### src/rtl/chip8_keypad.sv
// CHIP-8 hex keypad front end: per-key synchronizer and debouncer, press pulses,
// and the blocking key-read handshake (Fx0A) used by the CPU.
module chip8_keypad #(
    parameter int unsigned DEBOUNCE_CYCLES = 16
) (
    input  logic        clk,
    input  logic        reset,
    input  logic [15:0] keys_raw,
    output logic [15:0] keys,
    output logic [15:0] key_press,
    input  logic        wait_req,
    output logic        wait_ack,
    output logic [3:0]  wait_key
);

    localparam logic [15:0] CNT_LAST = 16'(DEBOUNCE_CYCLES - 1);

    typedef enum logic [1:0] {
        IDLE,
        ARMED,
        HELD,
        DONE
    } wait_state_e;

    logic [15:0] sync1_q;
    logic [15:0] sync2_q;
    logic [15:0] cnt_q [16];
    logic [15:0] cnt_d [16];
    logic [15:0] keys_q;
    logic [15:0] keys_d;
    logic [15:0] press_q;
    logic [15:0] press_d;

    wait_state_e state_q;
    logic        ack_q;
    logic [3:0]  wkey_q;
    logic [3:0]  low_idx;

    // Counter tracks how long the synced level has disagreed with the debounced one.
    always_comb begin
        keys_d = keys_q;
        for (int unsigned i = 0; i < 16; i++) begin
            cnt_d[i] = '0;
            if (sync2_q[i] != keys_q[i]) begin
                if (cnt_q[i] == CNT_LAST) begin
                    keys_d[i] = ~keys_q[i];
                end else begin
                    cnt_d[i] = cnt_q[i] + 16'd1;
                end
            end
        end
        press_d = keys_d & ~keys_q;
    end

    always_ff @(posedge clk or posedge reset) begin
        if (reset) begin
            sync1_q <= '0;
            sync2_q <= '0;
            keys_q  <= '0;
            press_q <= '0;
            for (int unsigned i = 0; i < 16; i++) begin
                cnt_q[i] <= '0;
            end
        end else begin
            sync1_q <= keys_raw;
            sync2_q <= sync1_q;
            keys_q  <= keys_d;
            press_q <= press_d;
            for (int unsigned i = 0; i < 16; i++) begin
                cnt_q[i] <= cnt_d[i];
            end
        end
    end

    // Scan from the top down so the lowest pressed index is the one left standing.
    always_comb begin
        low_idx = '0;
        for (int unsigned i = 16; i > 0; i--) begin
            if (press_q[i-1]) begin
                low_idx = 4'(i - 1);
            end
        end
    end

    always_ff @(posedge clk or posedge reset) begin
        if (reset) begin
            state_q <= IDLE;
            ack_q   <= 1'b0;
            wkey_q  <= '0;
        end else begin
            ack_q <= 1'b0;
            case (state_q)
                IDLE: begin
                    if (wait_req) begin
                        state_q <= ARMED;
                    end
                end
                ARMED: begin
                    if (!wait_req) begin
                        state_q <= IDLE;
                    end else if (|press_q) begin
                        wkey_q  <= low_idx;
                        state_q <= HELD;
                    end
                end
                HELD: begin
                    if (!wait_req) begin
                        state_q <= IDLE;
                    end else if (!keys_q[wkey_q]) begin
                        state_q <= DONE;
                        ack_q   <= 1'b1;
                    end
                end
                DONE: begin
                    state_q <= IDLE;
                end
                default: begin
                    state_q <= IDLE;
                end
            endcase
        end
    end

    assign keys      = keys_q;
    assign key_press = press_q;
    assign wait_ack  = ack_q;
    assign wait_key  = wkey_q;

endmodule

### config.mk
export PLATFORM = sky130hd
export DESIGN_NAME = chip8_keypad
export DESIGN_NICKNAME = d
export VERILOG_FILES = /design/src/rtl/chip8_keypad.sv
export SDC_FILE = /design/constraint.sdc
export NUM_CORES = 1
export LEC_CHECK = 0
export ABC_AREA = 1
export CORE_AREA = 2 2 189 191
export CTS_BUF_LIST = sky130_fd_sc_hd__clkbuf_4 sky130_fd_sc_hd__clkbuf_8 sky130_fd_sc_hd__clkbuf_16
export DETAILED_ROUTE_END_ITERATION = 12
export DIE_AREA = 0 0 191 193
export GPL_TIMING_DRIVEN = 0
export SYNTH_ARGS = -nofsm -noshare
export SYNTH_HDL_FRONTEND = slang
export SYNTH_SLANG_ARGS = --single-unit
### constraint.sdc
create_clock -name clk -period 28 [get_ports clk]
set_clock_uncertainty 0.1 [all_clocks]
set_input_delay 4.2 -clock clk [delete_from_list [all_inputs] [get_ports clk]]
set_output_delay 4.2 -clock clk [all_outputs]
set_load 0.05 [all_outputs]
==> results of run 1 <==
cell usage after synthesis, types with 2 or more instances:
master / number / share of area (%)
clkbuf_1: 2 / 0.049
nor2_4: 4 / 0.29
nor2_2: 36 / 1.5
nand2_2: 5 / 0.20
nor3_4: 5 / 0.53
a21oi_1: 82 / 2.7
inv_2: 5 / 0.12
nor2_1: 233 / 5.7
and3_1: 5 / 0.20
nor3_2: 47 / 3.0
o211ai_1: 4 / 0.19
ha_1: 16 / 1.3
dfrtp_1: 327 / 53
o21ai_0: 74 / 2.4
a211oi_1: 5 / 0.24
or2_2: 8 / 0.32
nand2_1: 218 / 5.3
nand3_2: 20 / 1.3
nor3b_2: 5 / 0.41
xor2_1: 67 / 3.8
nor3b_1: 50 / 2.4
inv_1: 254 / 6.2
nand3_1: 85 / 2.8
nor3_1: 58 / 1.9
nor4_1: 35 / 1.4
a31oi_1: 9 / 0.36
nand4_1: 29 / 1.2
xnor2_1: 14 / 0.79
o21ai_1: 3 / 0.097
final cells by class:
cell class	count	area, µm²	area share [%]
flip-flops and latches	327	8183	45.41
clock inverters	11	157.7	0.8749
repair buffers	58	633.1	3.513
multi-input cells	1124	6270	34.79
well taps	461	576.8	3.201
inverters	260	983.4	5.458
plain buffers	2	7.507	0.04166
clock buffers	57	1209	6.707
flip-flops by register name, indices dropped and copies added (netlist names):
signal	flops
key_press	16
sync1_q	16
state_q	2
cnt_q	256
wait_ack	1
wait_key	4
sync2_q	16
keys	16
per-layer routing:
| metal | track usage, % | vias up | wire length (µm) |
|---|---|---|---|
| li1 | - | 5802 | - |
| met1 | 22.56 | 5382 | 13990 |
| met2 | 28.57 | 133 | 13810 |
| met3 | 3.855 | 54 | 1406 |
| met4 | 5.844 | 0 | 855 |
| met5 | 0 | - | 0 |
power by group:
group | total, µW | internal, µW | switching [µW] | leakage [µW]
sequential | 487 | 481 | 5.83 | 0.00445
clock | 527 | 335 | 192 | 0.000685
combinational | 32.9 | 10.6 | 22.3 | 0.00277
kinds of logic after synthesis:
kind of cell               share of synthesized area [%]
and+or+nand+nor                                    28.52
DFF                                                53.01
buffers and inverters                              6.371
AOI/OAI and AO/OA                                  6.209
xor gates and xnor gates                           4.596
adders and majority gates                          1.297
worst paths after layout:
path | depth (start not counted) | from | endpoint
worst max-delay path | 1 | wait_key[1] | wait_key[1]
worst min-delay path | 0 | sync1_q[15] | sync2_q[15]
worst max register to register | 6 | cnt_q[208] | cnt_q[221]
worst min register to register | 0 | sync1_q[15] | sync2_q[15]
max in group asynchronous | 5 | reset | cnt_q[202]
min in group asynchronous | 2 | reset | cnt_q[13]
stage by stage:
step | utilization (%) | instance area, µm² | cells | hold WS (ns)
final | 51.54 | 18020 | 2300 | 0.2447
after global routing | 51.54 | 18020 | 2300 | 0.2521
after CTS | 51.54 | 18020 | 2300 | 0.2478
after detailed placement | 47.63 | 16650 | 2232 | 0.2347
after global placement | 47.37 | 16560 | 2229 | 0.2336
after floorplan | - | 15440 | 1713 | 0.2312
==> results.json, run 1 <==
{
  "status": "finished clean",
  "nets": 1847,
  "die_h_um": 193,
  "port_buffers": 55,
  "die_w_um": 191,
  "finalMaxSlewViolations": 0,
  "routed-via-count": 11370,
  "synth_cell_type_count": 37,
  "clkSlewWorstSetupHoldPaths_ns": 0.06,
  "ctsHoldBuffers": 0,
  "syn_nets": 1748,
  "hpwl_um": 21630,
  "synth_warnings": 0,
  "worst_pin_slew_ns": 0.6330,
  "cp.required_ns": 23.70,
  "ys_seq_area_share_pct": 53.01,
  "htreeDepth": 2,
  "crit_chain": "clkdlybuf4s50_1",
  "rsz0062_at_grt": "no",
  "cts_inserted_buffers": 39,
  "power.total_uw": 1047,
  "reg2reg_slack_ns": 25.92,
  "fin_crit_ns": 6.222,
  "avgSynthCellArea_um2": 9.011,
  "slew_headroom_pct": 57.67,
  "grt_use_total_pct": 17.28,
  "synthesis.area_mm2": 0.01544,
  "hold_viol": 0,
  "ir_drop_mv": 0.03146,
  "final_common_cell": "dfrtp_1",
  "grt_pass1_wl_um": 52500,
  "layout_common_cells": "dfrtp_1, inv_1, nor2_1",
  "leakage_uw": 0.007900,
  "grt_start_max_net_pins": 118,
  "cp.arrival_ns": 1.92,
  "hold_class": "flip-flop to flip-flop",
  "cpMaxStageDelayCell": "clkdlybuf4s50_1",
  "core_mm2": 0.03496,
  "postCtsSetupBuffers": 0,
  "initial_utilization_pct": 44.15,
  "num_antenna_cells": 0,
  "cts_tree": "done",
  "max_freq_mhz": 160.7,
  "end_kind": "primary output",
  "firstDrtPassIters": 5,
  "clkLatencyLatePin_ns": 0.52,
  "drc": 0,
  "cap_violations": 0,
  "clkSinkCount": 327,
  "cts_root_buf": "clkbuf_16",
  "cp_max_fo": 8,
  "nFillCells": 3252,
  "critPathKind": "flip-flop to primary output",
  "row_count": 69,
  "grt_pass1_vias": 11090,
  "cts-resized-gates": 0,
  "cp-start-kind": "flip-flop",
  "drtIter0Drc": 568,
  "crit_buf_inv": 1,
  "avgRoutedWirePerCell_um": 13.07,
  "synth-async-reset-ratio_pct": 100.0,
  "gp_congestion": 0.8083,
  "max_stage_delay_ns": 0.92,
  "critPathTopFamily": "buffers and inverters",
  "syn_inst": 1713,
  "ios": 56,
  "cts.path.max_buffers": 3,
  "layout-drive-gt1-share_pct": 11.31,
  "preCtsSetupSlack_ns": 21.47,
  "synth-main-ff-cell": "dfrtp_1",
  "wirelength_um": 30060,
  "vias_per_cell": 4.944,
  "die_area_mm2": 0.03686,
  "fin_tns_setup_ns": 0,
  "antenna_found_initial": 0,
  "area.growth.synth_to_final_pct": 16.74,
  "setup_ws_ns": 21.78,
  "ant_nets": 0,
  "ys_seq_elements": 327,
  "grt.overflow.total": 0,
  "synth_edf_count": 0,
  "power.density_mw_per_mm2": 58.11,
  "fin_crit_sh_pct": 22.22,
  "setup_viol": 0
}
(Power assumes the default switching activity.)
==> run 2, diff against run 1 <==
==> constraint.sdc (replaced) <==
create_clock -name clk -period 6.3 [get_ports clk]
set_clock_uncertainty 0.1 [all_clocks]
set_input_delay 0.945 -clock clk [delete_from_list [all_inputs] [get_ports clk]]
set_output_delay 0.945 -clock clk [all_outputs]
set_load 0.05 [all_outputs]
==> results.json, run 2 (synthesis gave the netlist of run 1 again) <==
{
  "largest_reg_flops": 256,
  "status": "finished clean",
  "placed_area_mm2": 0.01675,
  "cp.required_ns": 5.25,
  "port_buffers": 55,
  "finalMaxSlewViolations": 0,
  "final_common_cell": "dfrtp_1",
  "die_w_um": 191,
  "grt_start_max_net_pins": 43,
  "grt.overflow.total": 0,
  "fin_crit_sh_pct": 46.92,
  "fin_tns_setup_ns": 0,
  "grt_use_total_pct": 17.08,
  "postCtsSetupBuffers": 0,
  "avgRoutedWirePerCell_um": 12.93,
  "initial_utilization_pct": 44.15,
  "nets": 1852,
  "vias_per_cell": 4.918,
  "hold_class": "flip-flop to flip-flop",
  "gp_congestion": 0.8235,
  "fin_util_pct": 51.84,
  "setup_viol": 0,
  "cpMaxStageDelayCell": "clkdlybuf4s50_1",
  "num_antenna_cells": 0,
  "endpoint": "wait_key[1]",
  "row_count": 69,
  "design_area_mm2": 0.01813,
  "slew_headroom_pct": 55.69,
  "cts_root_buf": "clkbuf_16",
  "cp-start-kind": "flip-flop",
  "cts_tree": "done",
  "hold_ws_ns": 0.2456,
  "ctsHoldBuffers": 0,
  "hold_viol": 0,
  "layout-drive-gt1-share_pct": 11.65,
  "max_stage_delay_ns": 0.92,
  "worstReg2RegEnd": "cnt_q[190]",
  "firstDrtPassIters": 5,
  "rsz0062_at_grt": "no",
  "cts.path.max_buffers": 3,
  "reg2reg_from": "cnt_q[176]",
  "cap_violations": 0,
  "core_mm2": 0.03496,
  "hpwl_um": 21910,
  "die_area_mm2": 0.03686,
  "wirelength_um": 29840,
  "worst_pin_slew_ns": 0.6632,
  "final_cells": 2307,
  "cts-resized-gates": 0,
  "layout_common_cells": "dfrtp_1, inv_1, nor2_1",
  "clkLatencyLatePin_ns": 0.52,
  "end_kind": "primary output",
  "drc": 0,
  "startpoint": "wait_key[1]",
  "ant_nets": 0,
  "r2r_cells": 7,
  "reg2reg_slack_ns": 4.20,
  "clkSinkCount": 327,
  "crit_chain": "clkdlybuf4s50_1",
  "max_freq_mhz": 338.3,
  "htreeDepth": 2,
  "crit_buf_inv": 1,
  "critPathTopFamily": "buffers and inverters",
  "worstSetupPathDepth": 1,
  "leakage_uw": 0.007937,
  "grt_pass1_vias": 11080,
  "die_h_um": 193,
  "largest-register": "cnt_q",
  "grt_pass1_wl_um": 52010,
  "cp_max_fo": 8,
  "dp_cells": 2238,
  "ios": 56,
  "power.density_mw_per_mm2": 257.4,
  "routed-via-count": 11350,
  "critPathKind": "flip-flop to primary output",
  "antenna_found_initial": 0,
  "cp.arrival_ns": 1.91,
  "ir_drop_mv": 0.1759,
  "area.growth.synth_to_final_pct": 17.44,
  "cts_inserted_buffers": 38,
  "clkSlewWorstSetupHoldPaths_ns": 0.06,
  "fin_crit_ns": 2.956,
  "drtIter0Drc": 550
}
## run 2: worst min path at each step
stage,depth (start not counted),from,slack [ns],to
2_1_floorplan,0,sync1_q[0],0.23,sync2_q[0]
3_3_place_gp,0,sync1_q[11],0.23,sync2_q[11]
3_5_place_dp,0,sync1_q[11],0.23,sync2_q[11]
4_1_cts,0,sync1_q[8],0.24,sync2_q[8]
5_1_grt,0,sync1_q[8],0.25,sync2_q[8]
6_report,0,sync1_q[12],0.25,sync2_q[12]
## run 2: layout make-up
cell class	instances	area (µm²)
fill	3235	16840
sequential	327	8183
multi-input combinational	1124	6270
clock buffer	57	1209
inverter	260	979.7
timing repair buffer	64	730.7
tap	461	576.8
clock inverter	12	171.4
buffer	2	7.507
## run 2: worst register-to-register path: stages (launching register included)
cell     delay (ns)
dfrtp_1        0.37
ha_1           0.19
nand3_1        0.14
nor4_1         0.55
nor2_1         0.22
inv_1          0.25
nor2_1         0.08
o21a_1         0.10
## run 2: through the flow
stage | total power, µW | setup slack [ns]
CTS | 4740 | 3.297
floorplan | 2298 | 0.8903
global placement | 2345 | -1.508
global route | 4858 | 3.241
finish | 4666 | 3.344
detailed placement | 2360 | 3.202
## run 2: report_power, final
group / switching (µW) / total (µW) / internal, µW
combinational: 100 / 153 / 53.2
sequential: 25.7 / 2160 / 2140
clock: 858 / 2350 / 1490
## run 2: metal layers
layer | track usage [%] | up-vias | share of wire [%]
met5 | 0 | - | 0
met4 | 4.442 | 0 | 2.0
met3 | 3.059 | 48 | 3.9
met2 | 28.09 | 140 | 47
met1 | 23.46 | 5334 | 47
li1 | - | 5823 | -
==> run 3, diff against run 2 <==
==> constraint.sdc (replaced) <==
create_clock -name clk -period 2.4 [get_ports clk]
set_clock_uncertainty 0.1 [all_clocks]
set_input_delay 0.36 -clock clk [delete_from_list [all_inputs] [get_ports clk]]
set_output_delay 0.36 -clock clk [all_outputs]
set_load 0.05 [all_outputs]
==> results.json, run 3 (synthesis gave the netlist of run 1 again) <==
{
  "cp_max_fo": 6,
  "max_stage_delay_ns": 0.92,
  "fin_crit_sh_pct": 98.25,
  "nets": 1852,
  "cts_inserted_buffers": 38,
  "final_common_cell": "dfrtp_1",
  "power.density_mw_per_mm2": 675.7,
  "setup_viol": 0,
  "crit_chain": "clkdlybuf4s50_1",
  "finalMaxSlewViolations": 0,
  "die_area_mm2": 0.03686,
  "wirelength_um": 29830,
  "num_antenna_cells": 0,
  "critPathTopFamily": "buffers and inverters",
  "cts_tree": "done",
  "multiInputGateArea_mm2": 0.006270,
  "grt.overflow.total": 0,
  "cpMaxStageDelayCell": "clkdlybuf4s50_1",
  "grt_start_max_net_pins": 43,
  "avgRoutedWirePerCell_um": 12.93,
  "nFillCells": 3233,
  "slew_headroom_pct": 55.69,
  "antenna_found_initial": 0,
  "clkSlewWorstSetupHoldPaths_ns": 0.06,
  "vias_per_cell": 4.915,
  "wl_met2_um": 13950,
  "port_buffers": 55,
  "htreeDepth": 2,
  "status": "finished clean",
  "grt_pass1_wl_um": 52010,
  "ir_drop_mv": 0.4618,
  "dp_cells": 2238,
  "gp_congestion": 0.8235,
  "wl_met1_um": 14190,
  "seqCellArea_mm2": 0.008183,
  "hold_viol": 0,
  "leakage_uw": 0.007954,
  "fin_crit_ns": 2.358,
  "top_layer": "met4",
  "hold_class": "input port to asynchronous set/reset pin",
  "initial_utilization_pct": 44.15,
  "drtIter0Drc": 550,
  "max_freq_mhz": 424.1,
  "cp-start-kind": "flip-flop",
  "final_cells": 2307,
  "row_count": 69,
  "die_w_um": 191,
  "cp.arrival_ns": 1.90,
  "rsz0062_at_grt": "no",
  "setup_ws_ns": 0.04208,
  "power.total_uw": 12250,
  "firstDrtPassIters": 5,
  "fin_tns_setup_ns": 0,
  "layout_common_cells": "dfrtp_1, inv_1, nor2_1",
  "grt_use_total_pct": 17.08,
  "end_kind": "primary output",
  "clkLatencyLatePin_ns": 0.52,
  "cp.required_ns": 1.94,
  "core_mm2": 0.03496,
  "area.growth.synth_to_final_pct": 17.44,
  "largest_reg_flops": 256,
  "grt_pass1_vias": 11080,
  "ant_nets": 0,
  "hpwl_um": 21910,
  "cts_root_buf": "clkbuf_16",
  "route.met3.wl_um": 1096,
  "worst_pin_slew_ns": 0.6632,
  "ctsHoldBuffers": 0,
  "layout-drive-gt1-share_pct": 11.65,
  "clkSinkCount": 327,
  "fin_util_pct": 51.85,
  "postCtsSetupBuffers": 0,
  "ios": 56,
  "routed-via-count": 11340,
  "cts.path.max_buffers": 3,
  "cap_violations": 0,
  "preCtsSetupSlack_ns": -0.1125,
  "drc": 0,
  "crit_buf_inv": 1,
  "die_h_um": 193,
  "largest-register": "cnt_q",
  "critPathKind": "flip-flop to primary output"
}
## run 3: cell count changes in the layout (fill, tap and decap cells not counted), sizes merged
cell,previous run,this run
clkdlybuf4s50,55,53
dlygate4sd2,0,1
dlymetal6s2s,0,1
## run 3: worst reg2reg max path, stage by stage, from the launching register on
cell	delay, ns
dfrtp_1	0.37
ha_1	0.19
nand3_1	0.14
nor4_1	0.55
nor2_1	0.22
inv_1	0.25
nor2_1	0.08
o21a_1	0.10
## run 3: timing repair
item / in CTS / in global routing
resized for setup: 1 / 1
endpoints found under the setup margin: 1 / 1
hold endpoints to repair: 0 / 0
## run 3: final cells by class
cell class	instances	share of cell area [%]
sequential	327	45.14
multi-input combinational	1124	34.58
clock buffer	57	6.667
inverter	260	5.404
timing repair buffer	64	4.038
tap	461	3.182
clock inverter	12	0.9455
buffer	2	0.04141
## run 3: final timing paths
check	from	end	slack (ns)	cells past startpoint
min reg2reg	sync1_q[12]	sync2_q[12]	0.25	0
max in group asynchronous	reset	cnt_q[249]	0.53	7
min in group clk	keys_raw[2]	sync1_q[2]	0.18	1
max	wait_key[2]	wait_key[2]	0.04	1
min	reset	cnt_q[11]	0.18	2
max reg2reg	cnt_q[176]	cnt_q[190]	0.30	7
## run 3: report_power, final
part | leakage (µW) | internal, µW | switching, µW
combinational | 0.00282 | 140 | 263
sequential | 0.00445 | 5610 | 67.4
clock | 0.000682 | 3920 | 2250
## run 3: per-layer routing
metal / GRT usage [%] / vias up
met4: 4.442 / 0
li1: - / 5823
met5: 0 / -
met1: 23.46 / 5330
met2: 28.09 / 138
met3: 3.059 / 48
## run 3: metrics by stage
stage	hold WS [ns]	instance area, µm²
after floorplan	0.2312	15440
after global placement	0.2323	16570
after detailed placement	0.2347	16750
after CTS	0.1588	18130
after global routing	0.1615	18130
final	0.1808	18130
